`config.mk`:
```
export PLATFORM = sky130hd
export DESIGN_NAME = jb_prach_nco_delay_align
export DESIGN_NICKNAME = d
export VERILOG_FILES = /design/src/rtl/jb_prach_nco_delay_align.sv
export SDC_FILE = /design/constraint.sdc
export NUM_CORES = 1
export LEC_CHECK = 0
export ABC_AREA = 1
export BUFFER_PORTS_ARGS = -buffer_cell sky130_fd_sc_hd__buf_2
export CAP_MARGIN = 20
export CORE_MARGIN = 3
export CORE_UTILIZATION = 55
export DETAILED_ROUTE_END_ITERATION = 7
export PLACE_DENSITY = 0.72
export SLEW_MARGIN = 20
export SYNTH_ARGS = -nofsm -noshare
export SYNTH_HDL_FRONTEND = slang
export SYNTH_SLANG_ARGS = --single-unit
```
`constraint.sdc`:
```
create_clock -name clk -period 22.4 [get_ports clk]
set_clock_uncertainty 0.1 [all_clocks]
set_input_delay 1.12 -clock clk [delete_from_list [all_inputs] [get_ports clk]]
set_output_delay 1.12 -clock clk [all_outputs]
set_load 0.1 [all_outputs]
```
`src/rtl/jb_prach_nco_delay_align.sv`:
```
// Programmable-latency alignment delay for the TDM antenna-interleaved PRACH FFT stream.
// Optional antenna-sequence checker enabled by defining JB_NCO_ALIGN_SEQ_CHK_EN.
module jb_prach_nco_delay_align #(
  parameter int unsigned N_ANTENNAS  = 4,
  parameter int unsigned PRECISION   = 16,
  parameter int unsigned MAX_LATENCY = 15,
  parameter int unsigned LAT_RESET   = 2,
  localparam int unsigned USER_ID_BW = (N_ANTENNAS > 1) ? $clog2(N_ANTENNAS) : 1,
  localparam int unsigned LAT_BW     = $clog2(MAX_LATENCY + 1),
  localparam int unsigned DW         = 2 * PRECISION
) (
  input  logic                  clk,
  input  logic                  resetn,
  input  logic                  clk_en,
  input  logic                  tvalid_in,
  input  logic [DW-1:0]         tdata_in,
  input  logic [USER_ID_BW-1:0] tuser_in,
  input  logic                  tlast_in,
  input  logic [LAT_BW-1:0]     lat_cfg,
  input  logic                  lat_load,
  input  logic                  err_clr,
  output logic                  tvalid_out,
  output logic [DW-1:0]         tdata_out,
  output logic [USER_ID_BW-1:0] tuser_out,
  output logic                  tlast_out,
  output logic [LAT_BW-1:0]     lat_act,
  output logic                  lat_busy,
  output logic                  seq_err
);

  typedef enum logic [0:0] {StRun, StHold} state_e;

  state_e              state_q, state_d;
  logic [LAT_BW-1:0]   lat_q, lat_d;
  logic [LAT_BW-1:0]   cnt_q, cnt_d;
  logic                blank_q, blank_d;
  logic [LAT_BW-1:0]   lat_req;

  logic [MAX_LATENCY:0]  vld_q;
  logic [MAX_LATENCY:0]  last_q;
  logic [DW-1:0]         data_q [MAX_LATENCY+1];
  logic [USER_ID_BW-1:0] user_q [MAX_LATENCY+1];

  // Delay line: stage 0 captures the input, every stage shifts on each enabled cycle.
  always_ff @(posedge clk) begin
    if (!resetn) begin
      vld_q  <= '0;
      last_q <= '0;
      for (int k = 0; k <= int'(MAX_LATENCY); k++) begin
        data_q[k] <= '0;
        user_q[k] <= '0;
      end
    end else if (clk_en) begin
      vld_q     <= {vld_q[MAX_LATENCY-1:0], tvalid_in};
      last_q    <= {last_q[MAX_LATENCY-1:0], tlast_in};
      data_q[0] <= tdata_in;
      user_q[0] <= tuser_in;
      for (int k = 1; k <= int'(MAX_LATENCY); k++) begin
        data_q[k] <= data_q[k-1];
        user_q[k] <= user_q[k-1];
      end
    end
  end

  assign lat_req = (32'(lat_cfg) > MAX_LATENCY) ? LAT_BW'(MAX_LATENCY) : lat_cfg;

  // State register
  always_ff @(posedge clk) begin
    if (!resetn) begin
      state_q <= StRun;
      lat_q   <= LAT_BW'(LAT_RESET);
      cnt_q   <= '0;
      blank_q <= 1'b0;
    end else begin
      state_q <= state_d;
      lat_q   <= lat_d;
      cnt_q   <= cnt_d;
      blank_q <= blank_d;
    end
  end

  // Next state. A decrease takes effect at once (skipped samples are dropped); an increase
  // blanks the output for N-L cycles so beats already emitted are not repeated.
  always_comb begin
    state_d = state_q;
    lat_d   = lat_q;
    cnt_d   = cnt_q;
    blank_d = blank_q;
    if (clk_en) begin
      unique case (state_q)
        StRun: begin
          if (lat_load) begin
            if (lat_req < lat_q) begin
              lat_d = lat_req;
            end else if (lat_req > lat_q) begin
              lat_d   = lat_req;
              cnt_d   = lat_req - lat_q;
              blank_d = 1'b1;
              state_d = StHold;
            end
          end
        end
        StHold: begin
          if (cnt_q == LAT_BW'(1)) begin
            cnt_d   = '0;
            blank_d = 1'b0;
            state_d = StRun;
          end else begin
            cnt_d = cnt_q - LAT_BW'(1);
          end
        end
        default: state_d = StRun;
      endcase
    end
  end

  // Outputs straight from the selected tap, only valid is masked.
  always_comb begin
    lat_busy   = (state_q == StHold);
    lat_act    = lat_q;
    tvalid_out = vld_q[lat_q] & ~blank_q;
    tdata_out  = data_q[lat_q];
    tuser_out  = user_q[lat_q];
    tlast_out  = last_q[lat_q];
  end

`ifdef JB_NCO_ALIGN_SEQ_CHK_EN
  localparam logic [USER_ID_BW-1:0] ID_LAST = USER_ID_BW'(N_ANTENNAS - 1);

  logic [USER_ID_BW-1:0] exp_id_q, exp_id_d;
  logic                  seq_err_q, seq_err_d;
  logic                  beat_err;

  // A new error overrides a simultaneous clear.
  always_comb begin
    exp_id_d  = exp_id_q;
    seq_err_d = seq_err_q;
    beat_err  = 1'b0;
    if (clk_en) begin
      if (err_clr) seq_err_d = 1'b0;
      if (tvalid_in) begin
        beat_err = (tuser_in != exp_id_q) | (tlast_in & (tuser_in != ID_LAST));
        if (beat_err) seq_err_d = 1'b1;
        exp_id_d = (tlast_in || tuser_in == ID_LAST) ? '0 : tuser_in + USER_ID_BW'(1);
      end
    end
  end

  always_ff @(posedge clk) begin
    if (!resetn) begin
      exp_id_q  <= '0;
      seq_err_q <= 1'b0;
    end else begin
      exp_id_q  <= exp_id_d;
      seq_err_q <= seq_err_d;
    end
  end

  assign seq_err = seq_err_q;
`else
  logic unused_err_clr;
  assign unused_err_clr = err_clr;
  assign seq_err        = 1'b0;
`endif

endmodule

```
=== Yosys cells after proc, flatten, opt, wreduce, memory -nomap -nowiden ===
Memory sizes are Yosys's and may differ from the RTL's. A register that Yosys moved wholly into a read port is not among the register bits.
Cells that the tools add are included.

* Register bits after elaboration: 42
* Latch bits: 0
* Memory bits (writable): 544
* Bits in read-only memories: 0
* Input port bits: 45
* Output and inout port bits: 42
* Memories kept: 2

{| class="wikitable"
|+ Memories
! name !! depth !! width !! rd ports !! clocked after memory_dff !! wr ports !! RTL line !! text
|-
| data_q || 16 || 32 || 16 || 1 || 16 || 41 || <nowiki>logic [DW-1:0] data_q [MAX_LATENCY+1];</nowiki>
|-
| user_q || 16 || 2 || 16 || 1 || 16 || 42 || <nowiki>logic [USER_ID_BW-1:0] user_q [MAX_LATENCY+1];</nowiki>
|}

* Add/subtract/negate cells: 2
* Multiply operators: 0
* Divide/modulo/power cells: 0
* Magnitude comparators: 3
* Equality and inequality tests: 5
* Shift operators: 0
* Muxes and demuxes: 61
* Bitwise logic cells: 35
* Reductions and logical operators: 4

{| class="wikitable"
|+ Operator list
! cell !! number
|-
| 32-bit two-way mux || 16
|-
| 4-bit two-way mux || 10
|-
| 2-bit two-way mux || 16
|-
| 1-bit bitwise OR || 32
|-
| 1-bit two-way mux || 14
|-
| 1-bit binary-select mux with 4-bit select || 2
|-
| 4-bit one-hot mux with 2 select lines || 1
|-
| 4-bit AND reduction || 2
|-
| 2-bit inequality test (second input constant) || 3
|-
| 4-bit by 5-bit less-than comparator with 1-bit output (second input constant) || 1
|-
| 5-bit AND reduction || 1
|-
| 4-bit by 1-bit == test with 1-bit output (second input constant) || 1
|-
| 4-bit greater-than comparator || 1
|-
| 4-bit less-than comparator || 1
|-
| 1-bit one-hot mux with 2 select lines || 2
|-
| 4-bit by 1-bit subtractor with 4-bit output (second input constant) || 1
|-
| 4-bit subtractor || 1
|-
| 2-bit by 1-bit inequality test with 1-bit output (second input constant) || 1
|-
| 1-bit inverter || 2
|-
| 2-bit nonzero test || 1
|-
| 1-bit AND || 1
|}

=== Logic depth before layout (Yosys ltp) ===
Gate-level depths: netlist of the first run.

* Depth in word-level cells: 5
* Gate-level depth with buffers: 12
* Gate-level depth less buffers: 12

=== Least setup slack after synthesis of the first run ===
OpenSTA, ideal clock, no wires.

* Path kind: input-to-reg
* Start point: in clk_en
* End point: mem data_q[0][0] in the netlist's numbering (enable)
* Library setup time: 1121 ps
* Arrival: 16338 ps
* Setup slack: 4841 ps
* Stages: 4
* Path through: clkbuf_1 inv_1 nand2_1 clkbuf_1

{| class="wikitable"
|+ RTL lines
! what !! RTL line !! text
|-
| start: declaration || 14 || <nowiki>input logic clk_en,</nowiki>
|-
| end: declaration || 41 ||
|}

==> results.md, run 1 <==
* Largest area contributor in the netlist: edfxtp_1
* Finished Layout Cells at 3611
* Clock Tree Root: clkbuf_16
* Synth Cell Area at 0.0275 mm²
* Port Buf Inserts at 84
* Final period util at 0.241
* Clock buffer depth at 3
* Mapped Cells at 2920
* Reg2Reg Depth at 11
* Die H at 230 µm
* Core area at 0.0493 mm²
* # clock sinks at 590
* HP Class: reg -> reg
* DRC at 0
* FP Rows at 81
* Final nets at 2953
* # fillers at 4115
* Commonest non-fill, non-tap cell in the layout: inv_1
* Setup TNS at 0 ps
* CP arrival at 4180 ps
* Largest net degree at the start of global routing at 222
* Per-cell routed wire length at 15.5 µm
* Post-synthesis sequential area ratio at 0.626
* Reg clk slew, reported paths at 60 ps
* Yosys Warn Count at 0
* Resized cells post-CTS at 0
* Clk_lat worst skew at 610 ps
* Post-CTS setup buffers at 0
* Unrepaired setup endpoints after global routing: no
* R2r setup slk at 19890 ps
* Cell mode on critical path: nand3_1
* Syn avg cell area at 9.43 µm²
* Total CTS buffers at 60
* Hold EP: blank_q$_SDFFE_PN0P_
* Hold_buf cts at 0
* Initial antenna violation count at 0
* PD cells at 87.8 mW/mm²
* Hold Crit Depth at 2
* Hold path start: blank_q$_SDFFE_PN0P_
* TritonCTS clock tree: built
* Final Max Tran Viols at 0
* Layout cells sized above 1 at 0.0767
* Placed insts at 3503
* Starting Density at 0.559
* Drt first-iter violations at 1944
* Top area cells in the synthesized netlist: edfxtp_1, inv_1, nor2_1
* Worst setup SP type: flip-flop
* Placed cell area at 0.0281 mm²
* Post-synth cell types at 27
* Worst rel slew slack at 0.265
* Wire length of the first global-routing pass at 93.3 mm
* Commonest non-fill, non-tap cells in the layout: inv_1, edfxtp_1, nor2_1, nand2_1, o21ai_0
* Required time of the critical path at 21180 ps
* CP Capture Type: output pin
* Maxcap violations at 0
* Grt ovf at 0
* Slew @ Worst Pin at 1100 ps
* Routed Antenna Nets at 0
* Slowest-stage cell, CP: dfxtp_4
* Peak Freq at 0.185 GHz
* Crit-path max FO at 72
* Total global-route track usage at 0.213
* Worst path max stage delay at 810 ps
* Ant. Diodes at 0
* Area share of the largest cell type after synthesis at 0.593
* Post-layout minimum cycle time at 5400 ps
* Io pins at 87
* Status: complete, no violations
* H-tree levels at 2
* CP cell instances: clkinv_2 > buf_4 > a21oi_1 > o21ai_0 > nand3_1 > nand3_1 > nand2_1 > buf_2
* Area Overhead vs Synth at 8.83%
* RD Place Congestion at 0.800
* Drt pass-1 iters at 5
* Mapped Nets at 2972
* Total of flip-flops plus latches after synthesis at 590
* Setup CP Type: reg -> out
* LEAKAGE at 13.4 nW
* Vias in the first global route at 18700
* Drt total wl at 56.1 mm
* Setup Viol. Count Final at 0
* RR Startpoint: lat_act[1]$_SDFFE_PN1P_
* Via count at 19200
* Die ar. at 0.0528 mm²
* Maximum vdd ir drop at 0.0584 mV
* Reg2reg end: cnt_q[2]$_SDFFE_PN0P_
* Vias/cell at 5.33
* Die Wd at 230 µm
* Design Area, Final at 0.0300 mm²
* Detail Placement HPWL at 30.1 mm
* Fin. Hold Viols at 0
-- cells by family after synthesis --
family / share of synthesized area
compound gates: 0.118
xor+xnor: 0.000318
other cells: 0.000136
simple gates: 0.136
flops: 0.626
fa+ha+maj: 0.00345
buf+inv: 0.116
-- metal layers --
layer | vias to the layer above | part of all wire | track usage
met4 | 0 | 0.024 | 0.0686
met2 | 488 | 0.47 | 0.347
met3 | 91 | 0.054 | 0.0289
met5 | - | 0 | 0
met1 | 9243 | 0.45 | 0.300
li1 | 9411 | - | -
-- worst max-delay path: cells and delay by family (launching register included) --
family | cells | cell delay (ps)
buffers and inverters | 3 | 1870
DFF | 1 | 810
and+or+nand+nor | 3 | 460
AOI/OAI and AO/OA | 2 | 360
-- registers in the layout, indices dropped and copies added, names as in the netlist, named ones only --
name and count:
lat_busy 1, cnt_q 4, vld_q 16, lat_act 4, user_q 32, blank_q 1
data_q 512, last_q 16
-- cells in the mapped netlist, drive strengths merged --
master    n
a21oi   184
buf      92
clkbuf   94
clkinv    2
conb      1
dfxtp    46
edfxtp  544
fa        1
ha        6
inv     622
nand2   316
nand3   168
nand4     1
nor2    453
nor3      1
o211ai   80
o21ai   277
o22ai    31
xnor2     1
-- cell type report --
type / instances / area (µm²) / share of cell area
flip-flops and latches: 590 / 17300 / 0.576
inverters: 624 / 2350 / 0.0784
clock buffers: 83 / 1630 / 0.0543
clock inverters: 25 / 195 / 0.00651
well taps: 664 / 831 / 0.0277
multi-input cells: 1520 / 7100 / 0.237
repair buffers: 105 / 604 / 0.0202
-- how the worst max path moves through the flow --
stage               slack, ps       from                         end
finish                  17000  flip-flop                tdata_out[6]
global route            16810  flip-flop                tdata_out[2]
CTS                     16960  flip-flop                tdata_out[6]
detailed placement      17630  flip-flop                tdata_out[6]
global placement        17690  flip-flop                tdata_out[6]
floorplan                4840     clk_en  data_q[0][0]$_SDFFCE_PN0P_
-- per-stage QoR --
step	util	total power, W	hold slack, ps	worst slack (ps)
floorplan	-	0.00166	325	4840
global placement	0.572	0.00170	360	17690
detailed placement	0.572	0.00171	361	17630
CTS	0.609	0.00265	369	16960
global route	0.609	0.00274	395	16810
finish	0.609	0.00263	368	17000
-- power by group --
part	switching [W]	leakage, nW	total [W]	internal, W
Clock	0.000406	0.894	0.000944	0.000539
Combinational	0.000288	6.09	0.000368	0.0000800
Sequential	0.0000392	6.38	0.00132	0.00128
Total	0.000733	13.4	0.00263	0.00190
No activity file was read; power rests on OpenSTA's default activity.
==> run 2: changes to the inputs <==
--- a/config.mk
+++ b/config.mk
@@ -11,7 +11,7 @@
 export CORE_MARGIN = 3
 export CORE_UTILIZATION = 55
 export DETAILED_ROUTE_END_ITERATION = 7
-export PLACE_DENSITY = 0.72
+export PLACE_DENSITY = 0.75
 export SLEW_MARGIN = 20
 export SYNTH_ARGS = -nofsm -noshare
 export SYNTH_HDL_FRONTEND = slang
==> constraint.sdc (replaced) <==
create_clock -name clk -period 4.5 [get_ports clk]
set_clock_uncertainty 0.1 [all_clocks]
set_input_delay 0.225 -clock clk [delete_from_list [all_inputs] [get_ports clk]]
set_output_delay 0.225 -clock clk [all_outputs]
set_load 0.1 [all_outputs]
==> run 2 against run 1 <==
Non-clock buffer count grew 50. Wire length grew 1.9%. Setup slack lost 16000 ps. Total power grew to 5.1 times the previous value. Die area is the same. Combinational power grew to 5.1 times the previous value. Sequential cell count is the same. Clock-buffer cell count shrank 7. Largest power group unchanged.
==> results.md, run 2 (synthesized netlist as in run 1, its figures left out) <==
* Status: complete, no violations (unchanged)
* LEAKAGE at 13.7 nW (was 13.4 nW)
* Comb power frac at 0.142 (was 0.140)
* Via count at 19500 (was 19200)
* Drt pass-1 iters at 5 (unchanged)
* Largest reg by FF count: data_q (unchanged)
* CP cell instances: inv_6 > buf_4 > a21oi_1 > o21ai_0 > nand3_1 > nand3_1 > nand2_1 > buf_2 (was clkinv_2 > buf_4 > a21oi_1 > o21ai_0 > nand3_1 > nand3_1 > nand2_1 > buf_2)
* Clk_lat worst skew at 620 ps (was 610 ps)
* Die Wd at 230 µm (unchanged)
* Routed Antenna Nets at 0 (unchanged)
* P_int at 0.00963 W (was 0.00190 W)
* Seq pwr share at 0.493 (was 0.502)
* Clock Tree Root: clkbuf_16 (unchanged)
* Final Max Tran Viols at 0 (unchanged)
* Worst setup SP type: flip-flop (unchanged)
* FP Rows at 81 (unchanged)
* Design Area, Final at 0.0306 mm² (was 0.0300 mm²)
* Area Overhead vs Synth at 11.3% (was 8.83%)
* Reg2reg end: cnt_q[2]$_SDFFE_PN0P_ (unchanged)
* Peak Freq at 0.275 GHz
* Ant. Diodes at 0 (unchanged)
* Cell mode on critical path: nand3_1 (unchanged)
* Drt first-iter violations at 2041 (was 1944)
* Die H at 230 µm (unchanged)
* Reg clk slew, reported paths at 60 ps (about the same)
* RD Place Congestion at 0.765 (was 0.800)
* Crit-path max FO at 74 (was 72)
* Clock share of power at 0.365 (was 0.359)
* Port Buf Inserts at 84 (unchanged)
* Grt ovf at 0 (unchanged)
* Setup TNS at 0 ps (unchanged)
* Wire length on met3 at 4.05 mm (was 3.01 mm)
* Commonest non-fill, non-tap cells in the layout: inv_1, edfxtp_1, nor2_1, nand2_1, o21ai_0 (unchanged)
* Final nets at 3002 (was 2953)
* Slew @ Worst Pin at 1190 ps (was 1100 ps)
* Max FFs per register at 512 (unchanged)
* Worst path top cell family by delay: buffers and inverters (unchanged)
* CP arrival at 3310 ps (was 4180 ps)
* Core area at 0.0493 mm² (unchanged)
* Maxcap violations at 0 (unchanged)
* Sw frac at 0.278 (about the same)
* Layout cells sized above 1 at 0.0800 (was 0.0767)
* Post-layout minimum cycle time at 3640 ps
* Resized cells post-CTS at 0 (unchanged)
* Post-CTS setup buffers at 0 (unchanged)
* PD cells at 435 mW/mm² (was 87.8 mW/mm²)
* Fin. Hold Viols at 0 (unchanged)
* Top Layer Used: met4 (unchanged)
* H-tree levels at 2 (unchanged)
* Worst setup endpoint: tdata_out[26] (was tdata_out[6])
* Commonest non-fill, non-tap cell in the layout: inv_1 (unchanged)
* Wire length of the first global-routing pass at 93.8 mm (was 93.3 mm)
* Unrepaired setup endpoints after global routing: no (unchanged)
* # clock sinks at 590 (unchanged)
* Total global-route track usage at 0.215 (was 0.213)
* Worst rel slew slack at 0.206 (was 0.265)
* WP depth at 8 (unchanged)
* Starting Density at 0.559 (unchanged)
* CP Capture Type: output pin (unchanged)
* Per-cell routed wire length at 15.6 µm (was 15.5 µm)
* Placed cell area at 0.0283 mm² (was 0.0281 mm²)
* Top flop regs: data_q (512), user_q (32) (unchanged)
* Clock buffer depth at 3 (unchanged)
* HP Class: in -> reg (was reg -> reg)
* Sequential cell area at 0.0173 mm² (unchanged)
* # fillers at 3937 (was 4115)
* Vias in the first global route at 18900 (was 18700)
* Worst Path Buf+Inv at 3 (unchanged)
* Die ar. at 0.0528 mm² (unchanged)
* Reg2Reg Depth at 11 (unchanged)
* Setup CP Type: reg -> out (unchanged)
* Total CTS buffers at 59 (was 60)
* Final period util at 0.809
* Maximum vdd ir drop at 0.261 mV (was 0.0584 mV)
* Psw at 0.00370 W (was 0.000733 W)
* Worst path max stage delay at 750 ps (was 810 ps)
* Setup Viol. Count Final at 0 (unchanged)
* Multi-input gate area at 0.00710 mm² (unchanged)
* Largest net degree at the start of global routing at 197 (was 222)
* Total power at 0.0133 W (was 0.00263 W)
* Initial antenna violation count at 0 (unchanged)
* Io pins at 87 (unchanged)
* Vias/cell at 5.33 (about the same)
* Detail Placement HPWL at 30.8 mm (was 30.1 mm)
* WL met2 at 27.0 mm (was 26.5 mm)
* TritonCTS clock tree: built (unchanged)
* Met1 Routed Length at 24.5 mm (was 25.2 mm)
* Required time of the critical path at 4180 ps (was 21180 ps)
* RR Startpoint: lat_act[1]$_SDFFE_PN1P_ (unchanged)
* R2r setup slk at 2030 ps (was 19890 ps)
* Slowest-stage cell, CP: dfxtp_4 (unchanged)
* Drt total wl at 57.1 mm (was 56.1 mm)
* Hold_buf cts at 44 (was 0)
* DRC at 0 (unchanged)
==> run 2: cell types whose count changed in the layout (fill, tap and decap cells not counted), moves of 2 or more <==
cell,change
clkbuf_16,-2
bufinv_16,+3
buf_6,-2
clkinv_2,+4
inv_6,+2
buf_12,+9
dlygate4sd3_1,+44
clkbuf_1,-7
clkbuf_8,+2
==> run 2: routing by layer <==
metal	vias up	global-route usage
met5	-	0
met4	0	0.0700
met3	127	0.0349
met2	644	0.347
met1	9225	0.299
li1	9511	-
==> run 2: power groups by stage <==
| stage | clock network, W | logic (W) | registers (W) |
|---|---|---|---|
| final | 0.00487 | 0.00189 | 0.00657 |
| after global routing | 0.00516 | 0.00206 | 0.00661 |
| after CTS | 0.00495 | 0.00189 | 0.00657 |
| after detailed placement | 0 | 0.00185 | 0.00668 |
| after global placement | 0 | 0.00180 | 0.00666 |
| after floorplan | 0 | 0.00147 | 0.00663 |
==> run 2: metrics by stage <==
step,util,hold slack (ps),setup WS (ps),cells
floorplan,-,264,858,2920
global placement,0.575,357,1590,3509
detailed placement,0.575,365,1550,3509
CTS,0.622,104,872,3663
global route,0.622,167,638,3663
finish,0.622,94.8,860,3663
==> run 2: worst min path at each step <==
stage / depth (start not counted) / to / start
detailed placement: 2 / blank_q$_SDFFE_PN0P_ / blank_q$_SDFFE_PN0P_
global placement: 2 / blank_q$_SDFFE_PN0P_ / blank_q$_SDFFE_PN0P_
finish: 3 / cnt_q[1]$_SDFFE_PN0P_ / resetn
floorplan: 2 / last_q[0]$_SDFFE_PN0P_ / tlast_in
global route: 3 / cnt_q[0]$_SDFFE_PN0P_ / resetn
CTS: 3 / cnt_q[1]$_SDFFE_PN0P_ / resetn
==> run 2: layout make-up <==
class / instances / share of cell area
Tap cell: 664 / 0.0271
Inverter: 624 / 0.0767
Clock inverter: 34 / 0.0104
Multi-Input combinational cell: 1520 / 0.232
Sequential cell: 590 / 0.563
Timing Repair Buffer: 155 / 0.0390
Clock buffer: 76 / 0.0516
==> run 2: worst register-to-register path, cell delays in order (launching register included) <==
cell and delay [ps]:
dfxtp_1 630, clkinv_1 400, ha_1 410, nand2_1 90, inv_1 50, nand2_1 70
nand3_1 80, nand2_1 130, nand2_1 160, nand2_1 110, nand2_1 60, nor2_1 120
==> run 3: changes to the inputs <==
--- a/config.mk
+++ b/config.mk
@@ -11,7 +11,7 @@
 export CORE_MARGIN = 3
 export CORE_UTILIZATION = 55
 export DETAILED_ROUTE_END_ITERATION = 7
-export PLACE_DENSITY = 0.75
+export PLACE_DENSITY = 0.72
 export SLEW_MARGIN = 20
 export SYNTH_ARGS = -nofsm -noshare
 export SYNTH_HDL_FRONTEND = slang
==> constraint.sdc (replaced) <==
create_clock -name clk -period 3.5 [get_ports clk]
set_clock_uncertainty 0.1 [all_clocks]
set_input_delay 0.175 -clock clk [delete_from_list [all_inputs] [get_ports clk]]
set_output_delay 0.175 -clock clk [all_outputs]
set_load 0.1 [all_outputs]
==> run 3 against run 2 <==
Setup slack got worse by 590 ps. Core utilization rose by 1.2 points. Global-route usage rose by 0.36 points. Clock power rose by 36%. Critical endpoint is now tdata_out[19].
==> results.md, run 3 (synthesized netlist as in run 1, its figures left out) <==
* Required time of the critical path at 3220 ps (was 4180 ps)
* Setup CP Type: reg -> out (unchanged)
* Unrepaired setup endpoints after global routing: no (unchanged)
* PD cells at 566 mW/mm² (was 435 mW/mm²)
* Reg clk slew, reported paths at 60 ps (about the same)
* CP arrival at 2950 ps (was 3310 ps)
* Die H at 230 µm (unchanged)
* Setup TNS at 0 ps (unchanged)
* TritonCTS clock tree: built (unchanged)
* Detail Placement HPWL at 31.2 mm (was 30.8 mm)
* Area Overhead vs Synth at 13.3% (was 11.3%)
* Maximum vdd ir drop at 0.414 mV (was 0.261 mV)
* Worst path top cell family by delay: buffers and inverters (unchanged)
* # clock sinks at 590 (unchanged)
* Wire length of the first global-routing pass at 94.9 mm (was 93.8 mm)
* CP cell instances: inv_6 > buf_4 > nand2_1 > o211ai_1 > o211ai_1 > nand3_1 > nand2_1 > buf_12 (was inv_6 > buf_4 > a21oi_1 > o21ai_0 > nand3_1 > nand3_1 > nand2_1 > buf_2)
* Largest net degree at the start of global routing at 172 (was 197)
* DRC at 0 (unchanged)
* Drt pass-1 iters at 5 (unchanged)
* R2r setup slk at 560 ps (was 2030 ps)
* LEAKAGE at 13.9 nW (was 13.7 nW)
* Clock buffer depth at 3 (unchanged)
* Crit-path max FO at 80 (was 74)
* Worst path max stage delay at 590 ps (was 750 ps)
* Largest reg by FF count: data_q (unchanged)
* Finished Layout Cells at 3680 (was 3663)
* Commonest non-fill, non-tap cells in the layout: inv_1, edfxtp_1, nor2_1, nand2_1, o21ai_0 (unchanged)
* Final Max Tran Viols at 0 (unchanged)
* Max FFs per register at 512 (unchanged)
* Routed Antenna Nets at 0 (unchanged)
* Per-cell routed wire length at 15.7 µm (was 15.6 µm)
* Commonest non-fill, non-tap cell in the layout: inv_1 (unchanged)
* Placed insts at 3519 (was 3509)
* Post-layout minimum cycle time at 3230 ps
* Final period util at 0.922
* Worst rel slew slack at 0.323 (was 0.206)
* Clk_lat worst skew at 620 ps (about the same)
* Port Buf Inserts at 84 (unchanged)
* Core area at 0.0493 mm² (unchanged)
* Clock Tree Root: clkbuf_16 (unchanged)
* Via count at 19400 (was 19500)
* Drt total wl at 57.8 mm (was 57.1 mm)
* Status: complete, no violations (unchanged)
* Fin. Hold Viols at 0 (unchanged)
* Hold Slack at 295 ps (was 94.8 ps)
* Drt first-iter violations at 1986 (was 2041)
* Total global-route track usage at 0.218 (was 0.215)
* Initial antenna violation count at 0 (unchanged)
* Vias/cell at 5.28 (was 5.33)
* RD Place Congestion at 0.817 (was 0.765)
* Maxcap violations at 0 (unchanged)
* Peak Freq at 0.310 GHz
* Layout cells sized above 1 at 0.0869 (was 0.0800)
* CP Capture Type: output pin (unchanged)
* Slew @ Worst Pin at 1010 ps (was 1190 ps)
* Io pins at 87 (unchanged)
* HP Class: in -> reg (unchanged)
* Slowest-stage cell, CP: buf_4 (was dfxtp_4)
* Top flop regs: data_q (512), user_q (32) (unchanged)
* Die ar. at 0.0528 mm² (unchanged)
* Die Wd at 230 µm (unchanged)
* Vias in the first global route at 18800 (was 18900)
* Grt ovf at 0 (unchanged)
* Setup Viol. Count Final at 0 (unchanged)
* FP Rows at 81 (unchanged)
* Starting Density at 0.559 (unchanged)
* H-tree levels at 2 (unchanged)
* Worst Path Buf+Inv at 3 (unchanged)
* Worst setup SP type: flip-flop (unchanged)
* Final nets at 3018 (was 3002)
* Final core occ at 0.634 (was 0.622)
* Post-CTS setup buffers at 0 (unchanged)
* Total CTS buffers at 60 (was 59)
## run 3: cell types whose count changed in the layout (fill, tap and decap cells not counted), moves of 2 or more
cell | previous run | this run
clkbuf_1 | 13 | 5
dlygate4sd3_1 | 44 | 48
buf_12 | 10 | 29
clkbuf_16 | 59 | 63
bufinv_16 | 6 | 8
inv_6 | 4 | 2
buf_4 | 17 | 27
inv_4 | 0 | 2
buf_2 | 83 | 64
clkbuf_2 | 0 | 4
## run 3: final timing paths
path | startpoint | to | depth (start not counted)
hold reg to reg | blank_q$_SDFFE_PN0P_ | blank_q$_SDFFE_PN0P_ | 2
hold / removal | tdata_in[30] | data_q[0][30]$_SDFFCE_PN0P_ | 4
setup reg to reg | lat_act[1]$_SDFFE_PN1P_ | flip-flop | 9
setup / recovery | flip-flop | tdata_out[19] | 8
## run 3: where the power goes
part | switching [W] | internal (W)
registers | 0.000201 | 0.00820
clock network | 0.00267 | 0.00393
logic | 0.00195 | 0.000730
total | 0.00482 | 0.0129
## run 3: metrics by stage
step / worst slack [ps] / instance area, µm² / total power, W
2_1_floorplan: 83.7 / 27600 / 0.0104
3_3_place_gp: 966 / 28700 / 0.0111
3_5_place_dp: 954 / 28700 / 0.0112
4_1_cts: 258 / 31200 / 0.0178
5_1_grt: 83.1 / 31200 / 0.0183
6_report: 273 / 31200 / 0.0177
## run 3: cell type report
| cell class | instances | area [µm²] |
|---|---|---|
| antenna | 1 | 2.50 |
| clock inverter | 36 | 377 |
| multi-input combinational | 1520 | 7110 |
| sequential | 590 | 17300 |
| timing repair buffer | 170 | 1620 |
| tap | 664 | 831 |
| clock buffer | 75 | 1660 |
| inverter | 624 | 2350 |
| fill | 3958 | 18000 |
## run 3: routing by layer
metal	vias up	global-route usage	wire length (µm)
met5	-	0	0
met4	0	0.0598	1190
met3	92	0.0356	3490
met2	522	0.358	27700
met1	9251	0.304	25500
li1	9549	-	-
## run 3: worst min-delay path, delay by kind of cell
kind / cells / cell delay, ps
and+or+nand+nor: 1 / 80
buffers and inverters: 3 / 640
## run 3: timing repair
| action | 4_1_cts | 5_1_grt |
|---|---|---|
| hold buffers | 48 | 0 |
| resized for setup | 0 | 0 |
| endpoints found under the hold margin | 57 | 0 |
